<file path="src/rtl/uart_pkg.sv">
// Shared UART definitions. The transmitter uses the same defaults so both ends agree.
package uart_pkg;

  localparam int unsigned CLKS_PER_BIT_DEF = 434;  // 50 MHz / 115200
  localparam int unsigned DATA_BITS_DEF    = 8;
  localparam int unsigned CNT_W            = 16;   // holds CLKS_PER_BIT up to 65535

  typedef enum logic [1:0] {
    StIdle,
    StStart,
    StData,
    StStop
  } rx_state_e;

endpackage

</file>
<file path="src/rtl/shift_reg_serial_in_par_out.sv">
// Serial-in / parallel-out register: right-shifting, new bit enters at the MSB,
// so after WIDTH shifts the first bit received sits at bit 0.
module shift_reg_serial_in_par_out
  import uart_pkg::*;
#(
  parameter int unsigned WIDTH = DATA_BITS_DEF
) (
  input  logic             clk,
  input  logic             reset,
  input  logic             bit_in,
  input  logic             shift,
  output logic [WIDTH-1:0] bus_out
);

  logic [WIDTH-1:0] bus_q;

  // Shift one bit in from the top when enabled.
  always_ff @(posedge clk) begin
    if (reset) begin
      bus_q <= '0;
    end else if (shift) begin
      bus_q <= {bit_in, bus_q[WIDTH-1:1]};
    end
  end

  assign bus_out = bus_q;

endmodule

</file>
<file path="src/rtl/uart_rx.sv">
// UART receiver: synchronizes the line, detects the start bit, samples each bit at its
// centre and emits a one-cycle data_valid or frame_err pulse per frame.
module uart_rx
  import uart_pkg::*;
#(
  parameter int unsigned CLKS_PER_BIT = CLKS_PER_BIT_DEF,
  parameter int unsigned DATA_BITS    = DATA_BITS_DEF
) (
  input  logic                 clk,
  input  logic                 reset,
  input  logic                 rx_in,
  output logic [DATA_BITS-1:0] data_out,
  output logic                 data_valid,
  output logic                 frame_err,
  output logic                 busy
);

  localparam logic [CNT_W-1:0] BitLast  = CNT_W'(CLKS_PER_BIT - 1);
  localparam logic [CNT_W-1:0] HalfLast = CNT_W'(CLKS_PER_BIT / 2 - 1);
  localparam logic [2:0]       IdxLast  = 3'(DATA_BITS - 1);

  logic                 sync1_q, rxs_q, rxs_prev_q;
  rx_state_e            state_q, state_d;
  logic [CNT_W-1:0]     cnt_q, cnt_d;
  logic [2:0]           idx_q, idx_d;
  logic [DATA_BITS-1:0] data_q, data_d;
  logic                 valid_q, valid_d;
  logic                 ferr_q, ferr_d;
  logic                 shift_en;
  logic [DATA_BITS-1:0] sr_bus;

  // Two-flop synchronizer plus one history flop for falling-edge detection.
  always_ff @(posedge clk) begin
    if (reset) begin
      sync1_q    <= 1'b1;
      rxs_q      <= 1'b1;
      rxs_prev_q <= 1'b1;
    end else begin
      sync1_q    <= rx_in;
      rxs_q      <= sync1_q;
      rxs_prev_q <= rxs_q;
    end
  end

  shift_reg_serial_in_par_out #(
    .WIDTH(DATA_BITS)
  ) u_sipo (
    .clk    (clk),
    .reset  (reset),
    .bit_in (rxs_q),
    .shift  (shift_en),
    .bus_out(sr_bus)
  );

  // Next-state, bit timing and output pulse decisions.
  always_comb begin
    state_d  = state_q;
    cnt_d    = cnt_q + CNT_W'(1);
    idx_d    = idx_q;
    data_d   = data_q;
    valid_d  = 1'b0;
    ferr_d   = 1'b0;
    shift_en = 1'b0;
    unique case (state_q)
      StIdle: begin
        cnt_d = '0;
        idx_d = '0;
        // Edge, not level: a line stuck low never retriggers.
        if (rxs_prev_q && !rxs_q) begin
          state_d = StStart;
        end
      end
      StStart: begin
        if (cnt_q == HalfLast) begin
          cnt_d   = '0;
          state_d = rxs_q ? StIdle : StData;  // high at mid-start is a glitch
        end
      end
      StData: begin
        if (cnt_q == BitLast) begin
          cnt_d    = '0;
          shift_en = 1'b1;
          idx_d    = idx_q + 3'd1;
          if (idx_q == IdxLast) begin
            state_d = StStop;
          end
        end
      end
      StStop: begin
        if (cnt_q == BitLast) begin
          cnt_d   = '0;
          state_d = StIdle;
          if (rxs_q) begin
            data_d  = sr_bus;
            valid_d = 1'b1;
          end else begin
            ferr_d = 1'b1;
          end
        end
      end
      default: state_d = StIdle;
    endcase
  end

  // State, counters and registered outputs.
  always_ff @(posedge clk) begin
    if (reset) begin
      state_q <= StIdle;
      cnt_q   <= '0;
      idx_q   <= '0;
      data_q  <= '0;
      valid_q <= 1'b0;
      ferr_q  <= 1'b0;
    end else begin
      state_q <= state_d;
      cnt_q   <= cnt_d;
      idx_q   <= idx_d;
      data_q  <= data_d;
      valid_q <= valid_d;
      ferr_q  <= ferr_d;
    end
  end

  assign data_out   = data_q;
  assign data_valid = valid_q;
  assign frame_err  = ferr_q;
  assign busy       = (state_q != StIdle);

endmodule

</file>
<file path="config.mk">
export PLATFORM = sky130hd
export DESIGN_NAME = uart_rx
export DESIGN_NICKNAME = d
export VERILOG_FILES = /design/src/rtl/uart_pkg.sv /design/src/rtl/shift_reg_serial_in_par_out.sv /design/src/rtl/uart_rx.sv
export SDC_FILE = /design/constraint.sdc
export NUM_CORES = 1
export LEC_CHECK = 0
export ABC_AREA = 1
export BUFFER_PORTS_ARGS = -buffer_cell sky130_fd_sc_hd__buf_2
export CAP_MARGIN = 20
export CORE_MARGIN = 1.5
export CORE_UTILIZATION = 45
export CTS_BUF_LIST = sky130_fd_sc_hd__clkbuf_4 sky130_fd_sc_hd__clkbuf_8
export DETAILED_ROUTE_END_ITERATION = 10
export SYNTH_ARGS = -nofsm -noshare
export SYNTH_HDL_FRONTEND = slang
export SYNTH_SLANG_ARGS = --single-unit
</file>
<file path="constraint.sdc">
create_clock -name clk -period 1.4 [get_ports clk]
set_input_delay 0.21 -clock clk [delete_from_list [all_inputs] [get_ports clk]]
set_output_delay 0.21 -clock clk [all_outputs]
set_load 0.005 [all_outputs]
</file>
==> After elaboration in Yosys (flattened, before gate mapping) <==
Cells that the tools add are included.
Widths: inputs -> output; s select.
{ "classes": {"add_sub_neg": 2, "multipliers": 0, "n_div": 0, "order_cmp": 0, "eq_ne": 11, "shifts": 0, "mux": 16, "bitwise": 2, "n_reduce_logical": 10} }
{ "ops": {"columns": ["op", "n"], "rows": [
  ["$pmux 16 s3", 1],
  ["$mux 16", 2],
  ["$add 16x1->16 const B", 1],
  ["$eq 16x8->1 const B", 1],
  ["$eq 16x9->1 const B", 1],
  ["$mux 2", 6],
  ["$ne 2x2->1 const B", 5],
  ["$pmux 2 s4", 1],
  ["$pmux 3 s2", 1],
  ["$reduce_and 5->1", 1],
  ["$eq 2x2->1 const B", 2],
  ["$mux 1", 4],
  ["$reduce_bool 2->1", 2],
  ["$add 3x1->3 const B", 1],
  ["$eq 3x3->1 const B", 1],
  ["$mux 3", 1],
  ["$reduce_and 3->1", 1],
  ["$reduce_or 3->1", 1],
  ["$eq 2x1->1 const B", 1],
  ["$logic_not 2->1", 1],
  ["$not 1->1", 2],
  ["$reduce_and 2->1", 1],
  ["$reduce_or 2->1", 1],
  ["$logic_and 1x1->1", 1],
  ["$logic_not 1->1", 1]
]} }
{ "word_totals": {"regBits": 42, "latchBits": 0, "ram_bits": 0, "mem_bits_ro": 0, "input_bits": 3, "output_inout_bits": 11, "wordCells": 51, "memories": 0} }

==> Longest topological paths before layout <==
{ "logic_depth": {"word_depth": 4, "depth_mapped": 10, "mapped_depth_nobuf": 10} }

==> Modules after synthesis <==
Synthesis repeated with hierarchy kept, for this count alone.
{ "unflattened": {"cells_unflattened": 270, "area_unflattened_um2": 2025.7} }
{ "by_module_without_submodules": {"columns": ["mod", "n_inst", "cells_each", "area_each_um2", "seq_area_each_um2"], "rows": [
  ["uart_rx", 1, 219, 1677.9, 680.7],
  ["shift_reg_serial_in_par_out", 1, 51, 347.8, 160.2]
]} }

==> Least setup slack after synthesis <==
Ideal clock, no wire load.
{ "synth_path": {"path_kind": "reg2reg", "startpoint": "register cnt_q[0]", "endpoint": "register cnt_q[10]", "setup_time_ns": 0.115, "arrival_ns": 1.285, "required_time_ns": 1.285, "path_slack_ns": 0.000, "stages_incl_launch_ff": 8, "n_path_buf": 0, "synth_period_minus_slack_ns": 1.400, "cell_sequence": "dfxtp_1 -> ha_1 -> nand3_1 -> nor2_2 -> nand3_1 -> nor3b_2 -> nor2_1 -> o21a_1"} }
{ "synth_via": {"elab_chain_cells": 3, "word_cells_on_any_way": 6, "cone_classes": "add/sub: 1; eq/ne: 2; mux: 3"} }
{ "synth_rtl": {"columns": ["item", "line_no", "text"], "rows": [
  ["start, declared", "uart_rx.sv:24", "logic [CNT_W-1:0] cnt_q, cnt_d;"],
  ["start signal, assigned", "uart_rx.sv:116", "cnt_q <= cnt_d;"],
  ["$add 16x1->16 (tied with other cells)", "uart_rx.sv:58", "cnt_d = cnt_q + CNT_W'(1);"],
  ["$mux 16, on equally long branches", "uart_rx.sv:80, uart_rx.sv:90, uart_rx.sv:74", null],
  ["$pmux 16 s3 (*)", "uart_rx.sv:64", "unique case (state_q)"]
]} }
Every way passes the cells marked *; elsewhere a longest branch is shown, timed or not.
A chain may end at the register's enable or synchronous reset.

==> Worst setup path in the final report <==
{ "layout_path": {"startpoint": "register cnt_q[1]", "endpoint": "register u_sipo.bus_q[5] (netlist: u_sipo.bus_out[5])"} }
{ "layout_via": {"elab_chain_cells": 3} }
{ "layout_rtl": {"columns": ["item", "line_no", "text"], "rows": [
  ["$eq 16x9->1", "uart_rx.sv:80", "if (cnt_q == BitLast) begin"],
  ["$mux 1", "uart_rx.sv:80", null],
  ["$mux 1", "uart_rx.sv:64", null],
  ["end signal, assigned", "shift_reg_serial_in_par_out.sv:22", "bus_q <= {bit_in, bus_q[WIDTH-1:1]};"],
  ["end, declared", "shift_reg_serial_in_par_out.sv:15", "logic [WIDTH-1:0] bus_q;"]
]} }
Every way passes these cells.

==> results.py <==
metrics = {
    "global_route": {
        "grt_remaining_overflow": 0,
        "grt_antenna_before_repair": 0,
        "grt_start_max_net_pins": 16,
        "number_of_global_route_vias_before_repair": 1449,
        "track_usage_pct": 19.2,
        "grt_first_pass_wirelength_um": 6490,
    },
    "setup_path": {
        "timing.critical_path.mode_cell": "sky130_fd_sc_hd__nor2_4",
        "critical_path_peak_fanout": 7,
        "cpMaxStageDelayCell": "sky130_fd_sc_hd__dfxtp_4",
        "cp_top_family": "simple AND/OR/NAND/NOR gates",
        "start_kind": "register",
        "timing_worst_setup_path_type": "reg -> reg",
        "cp_num_buf_inv": 2,
        "worst-r2r-cell-count": 9,
        "worst_ep_arrival_time_ns": 1.71,
        "path_cells": "inv_4 -> ha_4 -> nand3_4 -> nor2_4 -> nand2_4 -> nor2_4 -> buf_6 -> o21ai_1 -> nor2_1",
        "critical_path_depth": 9,
        "timing.critical_path.to_type": "register",
        "critical_path_required_ns": 1.64,
        "slowest_delay_ns": 0.37,
    },
    "route": {
        "first_iter_violations": 84,
        "dr.pass1.iters": 4,
        "drt_drc": 0,
        "routed-via-count": 1658,
        "vias_per_cell": 4.88,
        "drt-total-wl_um": 4150,
        "ant_nets": 0,
        "routed_wire_per_std_cell_um": 12.2,
    },
    "placement": {
        "port-buffer-count": 13,
        "number_of_placed_cells_counting_well_taps": 330,
        "routabilityCongestion": 0.885,
        "detailedPlacementHpwl_um": 2910,
        "placed_instance_area_um2": 2230,
    },
    "logic_synthesis": {
        "yosys_register_bits": 42,
        "post_synth_mux_area_share_pct": 0,
        "synth_xor_xnor_area_share_pct": 3.19,
        "synth_compound_area_share_pct": 12.1,
        "postSynthAreaPerCell_um2": 7.94,
        "cell_area_after_synthesis_um2": 1920,
        "post-synth-top-area-cell": "sky130_fd_sc_hd__dfxtp_1",
        "yosys.cell_types.count": 34,
        "cell_types_occupying_the_most_area_after_synthesis": "sky130_fd_sc_hd__dfxtp_1 44%, sky130_fd_sc_hd__nand2_1 6.8%, sky130_fd_sc_hd__nor2_1 6.8%",
        "fraction_of_post_synthesis_cell_area_in_the_top_cell_type_by_area_pct": 43.8,
        "synth_seq_area_share_pct": 43.8,
        "dominant_combinational_cell_family_by_area_after_synthesis": "simple AND/OR/NAND/NOR gates",
        "yosys.area_share.simple_pct": 29.7,
        "synth_nets": 250,
        "synthCells": 242,
        "synth_adder_area_share_pct": 3.26,
        "total_of_warnings_raised_by_yosys": 0,
    },
    "timing": {
        "hold_viol": 0,
        "setup_ws_ns": -0.0650,
        "finalWorstPathRequiredPeriod_ns": 1.47,
        "slew_violations": 0,
        "tightest_slew_ns": 0.341,
        "finalClockSkew_ns": 0.00910,
        "setup_viol": 24,
        "fmax_mhz": 683,
        "rsz0062_at_grt": "yes",
        "final.period_utilization_pct": 105,
        "max-slew-margin-rel_pct": 77.1,
    },
    "clock_network": {
        "tritoncts.num_buffers": 5,
        "clock_tree.buffer_depth": 2,
        "hold_bufs_at_cts": 0,
        "tritoncts_clock_tree": "yes",
        "root_buffer": "sky130_fd_sc_hd__clkbuf_8",
        "clock_latency_reported_for_the_late_side_of_the_worst_skew_pair_ns": 0.30,
        "ctsHtreeMaxLevel": 2,
        "clk_pin_slew_worst_paths_ns": 0.08,
        "clock-sinks": 42,
    },
    "die": {
        "chipHeight_um": 68.3,
        "fp-row-count": 23,
        "die_area_um2": 4670,
        "initial_utilization_pct": 47.3,
        "ios": 14,
        "core_area_um2": 4060,
        "die-width_um": 68.3,
    },
    "finish": {
        "mostFrequentLayoutCells": "34 x sky130_fd_sc_hd__dfxtp_1, 30 x sky130_fd_sc_hd__nor2_1, 28 x sky130_fd_sc_hd__nand2_1, 28 x sky130_fd_sc_hd__buf_4, 22 x sky130_fd_sc_hd__inv_1",
        "drive_above_1_share_pct": 40.7,
        "design_area_um2": 2590,
        "layout-area-overhead-vs-synth_pct": 35.0,
        "nFillCells": 358,
        "antennaDiodeCount": 0,
        "final_cells": 340,
        "layout.nets": 297,
        "most_common_library_cell_in_the_layout_ignoring_fill_and_taps": "sky130_fd_sc_hd__dfxtp_1",
    },
    "worst_hold_path": {
        "kind_of_path_behind_the_tightest_hold_check": "in -> reg",
        "cell_count_of_the_worst_hold_path": 2,
    },
    "power": {
        "leakage_uw": 0.00104,
        "worst_ir_drop_on_vdd_mv": 0.569,
        "power_density_cells_nw_per_um2": 895,
    },
    "job": {
        "cap_viol_max_count": 0,
    },
    "run_status": {
        "violations_in_the_final_reports": "negative setup slack",
        "outcome": "finished, violations left",
    },
}
==> stage by stage <==
step | TNS (ns) | util [%] | hold WS [ns] | power (µW) | setup slack [ns]
after CTS | -0.320 | 61.6 | 0.0804 | 2330 | -0.0427
after floorplan | 0 | - | 0.314 | 1320 | 0.000270
after detailed placement | -3.30 | 55.0 | 0.395 | 1350 | -0.182
after global placement | -2.26 | 55.0 | 0.391 | 1350 | -0.145
after global routing | -3.66 | 63.9 | 0.0866 | 2410 | -0.157
final | -0.525 | 63.9 | 0.0877 | 2320 | -0.0650
==> power by group <==
part / switching (µW) / internal, µW
registers: 11.4 / 1200
logic: 88.2 / 47.5
clock network: 420 / 551
==> cells by family (layout without fill, tap and decap cells) <==
group / Yosys count / in the layout
fa+ha+maj: 5 / 5
simple gates: 112 / 112
xor+xnor: 7 / 7
buf+inv: 34 / 82
flops: 42 / 42
compound gates: 42 / 42
==> routing by layer <==
metal,global-route usage [%],vias up,wire [µm]
li1,-,878,-
met1,25.4,749,2040
met2,30.3,26,1930
met3,5.43,5,135
met4,6.00,0,46
met5,0,-,0
==> synth_stat cells (all sizes together) <==
library cell and instances:
nand2 42, nor3b 3, nor3 6, clkbuf 1
a21oi 19, a211oi 1, ha 5, inv 28
dfxtp 42, nand3 11, o21ai 17, xor2 4
nand4 5, or2 2, o21a 3, buf 5
o21bai 1, a31oi 1, nor4 4, nor2 39
xnor2 3
==> flip-flops by register name, summed over array words and instances (netlist names), named ones only <==
| register | cells |
|---|---|
| cnt_q | 16 |
| data_out | 8 |
| data_valid | 1 |
| frame_err | 1 |
| idx_q | 3 |
| rxs_prev_q | 1 |
| rxs_q | 1 |
| state_q | 1 |
| sync1_q | 1 |
| u_sipo.bus_out | 8 |
==> final cells by class <==
type,count,area (µm²),share of cell area (%)
tap,50,62.6,2.41
clock buffer,6,76.3,2.94
clock inverter,2,37.5,1.45
timing repair buffer,46,332,12.8
multi-input combinational,166,1120,43.2
sequential,42,856,33.0
inverter,28,108,4.15
==> final timing paths <==
check	from	slack (ns)	end
setup / recovery	cnt_q[1]	-0.07	u_sipo.bus_out[5]
hold / removal	rx_in	0.09	sync1_q
setup reg to reg	cnt_q[1]	-0.07	u_sipo.bus_out[5]
hold reg to reg	sync1_q	0.41	rxs_q
==> worst register-to-register path, stage by stage (launching register included) <==
cell and delay, ns:
sky130_fd_sc_hd__dfxtp_4 0.37, sky130_fd_sc_hd__inv_4 0.07, sky130_fd_sc_hd__ha_4 0.13, sky130_fd_sc_hd__nand3_4 0.07, sky130_fd_sc_hd__nor2_4 0.18, sky130_fd_sc_hd__nand2_4 0.09
sky130_fd_sc_hd__nor2_4 0.19, sky130_fd_sc_hd__buf_6 0.17, sky130_fd_sc_hd__o21ai_1 0.07, sky130_fd_sc_hd__nor2_1 0.09
==> timing repair <==
| action | in CTS | in global routing |
|---|---|---|
| endpoints found under the setup margin | 38 | 39 |
| pin swaps | 18 | 14 |
| gates resized for setup | 46 | 21 |
| setup buffers | 1 | 1 |
Note: power is estimated with default switching activity, not from simulation.
